--- src/rtl/branch_predictor.sv ---
// ============================================================================
// Module      : branch_predictor
// Description : Direct-mapped 2-bit saturating-counter branch direction
//               predictor with registered D-stage lookup and resolve port.
// Revision    : 1.0 - initial release
// ============================================================================
`default_nettype none

module branch_predictor #(
  parameter int INDEX_BITS = 6,
  parameter int CNT_W      = 32
) (
  input  logic             clk,
  input  logic             resetn,
  input  logic [31:0]      pc_f,
  input  logic             lookup_f,
  input  logic             stall_d,
  input  logic             flush_d,
  output logic             pred_valid_d,
  output logic             pred_taken_d,
  input  logic             upd_valid,
  input  logic [31:0]      upd_pc,
  input  logic             upd_taken,
  input  logic             upd_pred,
  output logic             mispredict,
  output logic [CNT_W-1:0] stat_branches,
  output logic [CNT_W-1:0] stat_misses
);

  localparam int               c_entries   = 1 << INDEX_BITS;
  localparam logic [1:0]       c_weak_nt   = 2'b01;
  localparam logic [CNT_W-1:0] c_cnt_one   = {{(CNT_W-1){1'b0}}, 1'b1};

  logic [1:0]            r_table [c_entries];
  logic                  r_pred_valid;
  logic                  r_pred_taken;
  logic [CNT_W-1:0]      r_stat_branches;
  logic [CNT_W-1:0]      r_stat_misses;

  logic [INDEX_BITS-1:0] w_lk_idx;
  logic [INDEX_BITS-1:0] w_up_idx;
  logic [1:0]            w_up_cur;
  logic [1:0]            w_up_next;
  logic                  w_mispredict;

  assign w_lk_idx     = pc_f[INDEX_BITS+1:2];
  assign w_up_idx     = upd_pc[INDEX_BITS+1:2];
  assign w_up_cur     = r_table[w_up_idx];
  assign w_mispredict = upd_valid & (upd_taken ^ upd_pred);

  always_comb begin
    w_up_next = w_up_cur;
    if (upd_taken) begin
      if (w_up_cur != 2'b11) w_up_next = w_up_cur + 2'b01;
    end else begin
      if (w_up_cur != 2'b00) w_up_next = w_up_cur - 2'b01;
    end
  end

  // Lookup reads the table before this edge's update lands, so a
  // same-cycle lookup/update pair sees the old counter.
  always_ff @(posedge clk) begin
    if (!resetn) begin
      for (int i = 0; i < c_entries; i++) r_table[i] <= c_weak_nt;
      r_pred_valid    <= 1'b0;
      r_pred_taken    <= 1'b0;
      r_stat_branches <= '0;
      r_stat_misses   <= '0;
    end else begin
      if (flush_d) begin
        r_pred_valid <= 1'b0;
        r_pred_taken <= 1'b0;
      end else if (!stall_d) begin
        r_pred_valid <= lookup_f;
        r_pred_taken <= lookup_f & r_table[w_lk_idx][1];
      end
      if (upd_valid) begin
        r_table[w_up_idx] <= w_up_next;
        r_stat_branches   <= r_stat_branches + c_cnt_one;
        if (w_mispredict) r_stat_misses <= r_stat_misses + c_cnt_one;
      end
    end
  end

  assign pred_valid_d  = r_pred_valid;
  assign pred_taken_d  = r_pred_taken;
  assign mispredict    = w_mispredict;
  assign stat_branches = r_stat_branches;
  assign stat_misses   = r_stat_misses;

endmodule

`default_nettype wire

--- config.mk ---
export PLATFORM = sky130hd
export DESIGN_NAME = branch_predictor
export DESIGN_NICKNAME = d
export VERILOG_FILES = /design/src/rtl/branch_predictor.sv
export SDC_FILE = /design/constraint.sdc
export NUM_CORES = 1
export LEC_CHECK = 0
export CAP_MARGIN = 20
export CELL_PAD_IN_SITES_DETAIL_PLACEMENT = 1
export CELL_PAD_IN_SITES_GLOBAL_PLACEMENT = 2
export CORE_AREA = 2 2 186 188
export CTS_CLUSTER_DIAMETER = 150
export DETAILED_ROUTE_END_ITERATION = 8
export DIE_AREA = 0 0 188 190
export HOLD_SLACK_MARGIN = 0.03
export PLACE_DENSITY = 0.82
export SYNTH_ARGS = -nofsm -noshare
export SYNTH_HDL_FRONTEND = slang
export SYNTH_SLANG_ARGS = --single-unit
--- constraint.sdc ---
create_clock -name clk -period 2.37 [get_ports clk]
set_input_delay 0.3555 -clock clk [delete_from_list [all_inputs] [get_ports clk]]
set_output_delay 0.3555 -clock clk [all_outputs]
set_load 0.1 [all_outputs]
==> flow_summary_export.csv <==
group,metric,value,unit
worst_setup_path,path_max_fanout,10,
worst_setup_path,timing.rr.start,"r_table[56][0]$_SDFFCE_PN1P_",
global_route,grt_start_max_net_pins,41,
sta,relSlewSlack,68.8,%
cts,cts_tree,"done",
synth,yosys.area.top_type,"edfxtp_1",
routing,drc_errors,0,
routing,routedWlPerCell,22.0,microns
routing,vias_per_cell,5.38,
worst_setup_path,slowest_delay,460,ps
worst_setup_path,crit_type,"reg -> reg",
synth,syn_inst,939,
sta,rsz0062_at_grt,"yes",
sta,worst_pin_slew,467,ps
place,gp_congestion,0.880,
routing,initialDrtViolationCount,669,
place,placed_cell_area,12100,sq um
global_route,grt-ovfl-total,0,
place,port_buffers,86,
worst_setup_path,timing.rr.end,"r_table[40][0]$_SDFFCE_PN1P_",
synth,synthesis.nets,1013,
worst_setup_path,cp_slowest_cell,"mux4_2",
worst_setup_path,cp_data_required_time,2680,ps
cts,hold_buffers,0,
global_route,antenna_found_initial,0,
synth,ys_ff_latch,194,
sta,post-route-min-period,2680,ps
routing,routed-via-count,8553,
synth,ys_seq_area_share,51.7,%
global_route,grt_pass1_vias,8683,
layout,mostFrequentLayoutCell,"buf_4",
synth,synth.area.top_cells,"edfxtp_1 (38%), dfxtp_1 (13%), mux4_2 (6.5%)",
layout,fill_cells,3686,
synth,synth-edff-count,128,
sta,finalWorstSetupSlack,-309,ps
place,hpwl,23900,microns
routing,dr.pass1.iters,5,
layout,antenna_cells,0,
layout,fin_nets,1196,
cts,h-tree-depth,4,
worst_setup_path,reg2reg_depth,8,
global_route,grt_usage,19.0,%
worst_setup_path,endpoint_kind,"flip-flop",
synth,synth_area_per_cell,10.6,sq um
sta,setup_violations,128,
worst_setup_path,crit_end,"r_table[40][0]$_SDFFCE_PN1P_",
layout,regArea,5240,sq um
worst_setup_path,cp-start-kind,"flip-flop",
layout,layout_common_cells,"buf_4 (199), edfxtp_1 (128), nand2_1 (76)",
routing,drtAntennaViolNets,0,
floorplan,rows,68,
power,powerDensity,588,nW/um^2
worst_setup_path,ff2ff_setup_slack,-310,ps
floorplan,die_w,188,microns
cts,cts_buffers,17,
sta,slew_violations,0,
synth,syn-cell-area,10000,sq um
floorplan,ios,139,
sta,fmax,373,MHz
cts,clock_sinks,194,
layout,multi_input_area,4910,sq um
sta,hold_violations,0,
floorplan,core_area,33900,sq um
synth,yosys_warnings,0,
synth,synthArstFlopShare,0,%
routing,finalWirelength,35100,microns
sta,clock_skew,20.2,ps
hold_path,hold_class,"in -> reg",
cts,clk_latency,450,ps
floorplan,die_h,190,microns
floorplan,start_util,29.4,%
power,p_leak,4.83,nW
cts,clockRootBuffer,"clkbuf_16",
power,totalPowerFinal,7.97,mW
cts,clkSlewWorstSetupHoldPaths,80,ps
outcome,violations,"setup timing",
outcome,status,"finished with violations",
synth,synth_top_area_share,38.5,%
cts,clk_path_buf_depth,2,
run,drv_cap,0,
synth,ys.flop_type,"edfxtp_1",
sta,fin_crit_sh,113,%
worst_setup_path,startpoint,"r_table[56][0]$_SDFFCE_PN1P_",
worst_setup_path,crit_chain,"mux4_2 -> nor3b_4 -> a31oi_2 -> o211ai_1 -> or3_4 -> maj3_4 -> buf_6 -> nand3_1",
synth,synth_cell_types,56,
power,peakVddDrop,0.492,mV
worst_setup_path,cp.arrival,2990,ps
layout,fin_area,13600,sq um
global_route,grt_pass1_wl,51600,microns
layout,drive_gt1_share,37.5,%
floorplan,dieArea,35700,sq um
sta,tns,-27190,ps
layout,area.growth.synth_to_final,35.6,%
[worst max-delay path, delay by kind of cell, from the launching register on]
| kind | cells | cell delay (ps) |
|---|---|---|
| AND/OR/NAND/NOR | 3 | 690 |
| buffers and inverters | 1 | 210 |
| multiplexers | 1 | 460 |
| AO/OA/AOI/OAI | 2 | 370 |
| adder cells (fa/ha/maj) | 1 | 430 |
| flip-flops | 1 | 380 |
[metrics by stage]
| stage | hold slack, ps | setup WS [ps] | util [%] | std cells |
|---|---|---|---|---|
| detailed placement | 451 | -761 | 35.7 | 1538 |
| floorplan | 498 | -127 | - | 939 |
| global route | 474 | -343 | 39.9 | 1590 |
| global placement | 439 | -655 | 35.7 | 1538 |
| finish | 455 | -309 | 39.9 | 1590 |
| CTS | 436 | -189 | 38.2 | 1581 |
[where the power goes]
group	switching (mW)	internal, mW	total, mW
Sequential	0.0463	3.64	3.69
Combinational	0.814	0.592	1.41
Clock	1.31	1.56	2.87
[metal layers]
layer | wire length, microns | GRT usage, % | up-vias
li1 | - | - | 3835
met1 | 14100 | 23.4 | 4365
met2 | 18000 | 34.0 | 284
met3 | 1940 | 3.12 | 69
met4 | 1010 | 5.57 | 0
met5 | 0 | 0 | -
[final cells by class]
type                       count  area share [%]
sequential                   194            38.6
multi-input combinational    654            36.2
timing repair buffer         247            16.5
tap                          455            4.20
clock buffer                  25            3.89
clock inverter                 7           0.314
inverter                       8           0.249
[kinds of logic (layout without fill, tap and decap cells)]
group / Yosys count / after routing / synth area share, %
compound gates: 136 / 136 / 8.12
xor+xnor: 49 / 49 / 4.29
fa+ha+maj: 4 / 5 / 0.463
buf+inv: 92 / 287 / 4.67
flops: 194 / 194 / 51.7
mux: 63 / 63 / 10.1
simple gates: 401 / 401 / 20.7
[cell usage after synthesis, drive strengths merged (2+ instances only)]
cell	count
dfxtp	66
o22ai	3
nor3	60
a21oi	12
o21ai	75
clkbuf	43
a211oi	5
a31oi	5
maj3	2
o221ai	2
nor4	2
mux2	8
nor2b	11
a221oi	5
nand2	77
mux4	29
xnor2	35
nor2	41
or2	4
edfxtp	128
nand2b	2
a21boi	14
and3	15
xor2	14
or3	16
a22oi	7
nand3b	3
and2	53
nand3	84
a22o	2
nor3b	2
buf	41
mux2i	26
and4	5
nand4	23
inv	7
ha	2
[what timing repair did]
item	4_1_cts	5_1_grt
setup buffers	7	4
setup endpoints to repair	129	129
pin swaps	4	17
resized for setup	21	103
cloned	5	8
[registers in the layout (all words and copies together), names as in the netlist]
register	count
pred_taken_d	1
pred_valid_d	1
r_table	128
stat_branches	32
stat_misses	32
[worst min-delay path by stage]
stage | slack (ps) | from | depth (start not counted) | end
after global placement | 440 | pred_taken_d$_SDFFE_PP0N_ | 2 | pred_taken_d$_SDFFE_PP0N_
after detailed placement | 450 | pred_taken_d$_SDFFE_PP0N_ | 2 | pred_taken_d$_SDFFE_PP0N_
after CTS | 440 | resetn | 3 | stat_misses[22]$_SDFFE_PN0P_
after floorplan | 500 | stall_d | 2 | pred_taken_d$_SDFFE_PP0N_
final | 450 | resetn | 3 | stat_misses[16]$_SDFFE_PN0P_
after global routing | 470 | resetn | 3 | stat_misses[22]$_SDFFE_PN0P_
No activity file was read; power rests on OpenSTA's default activity.
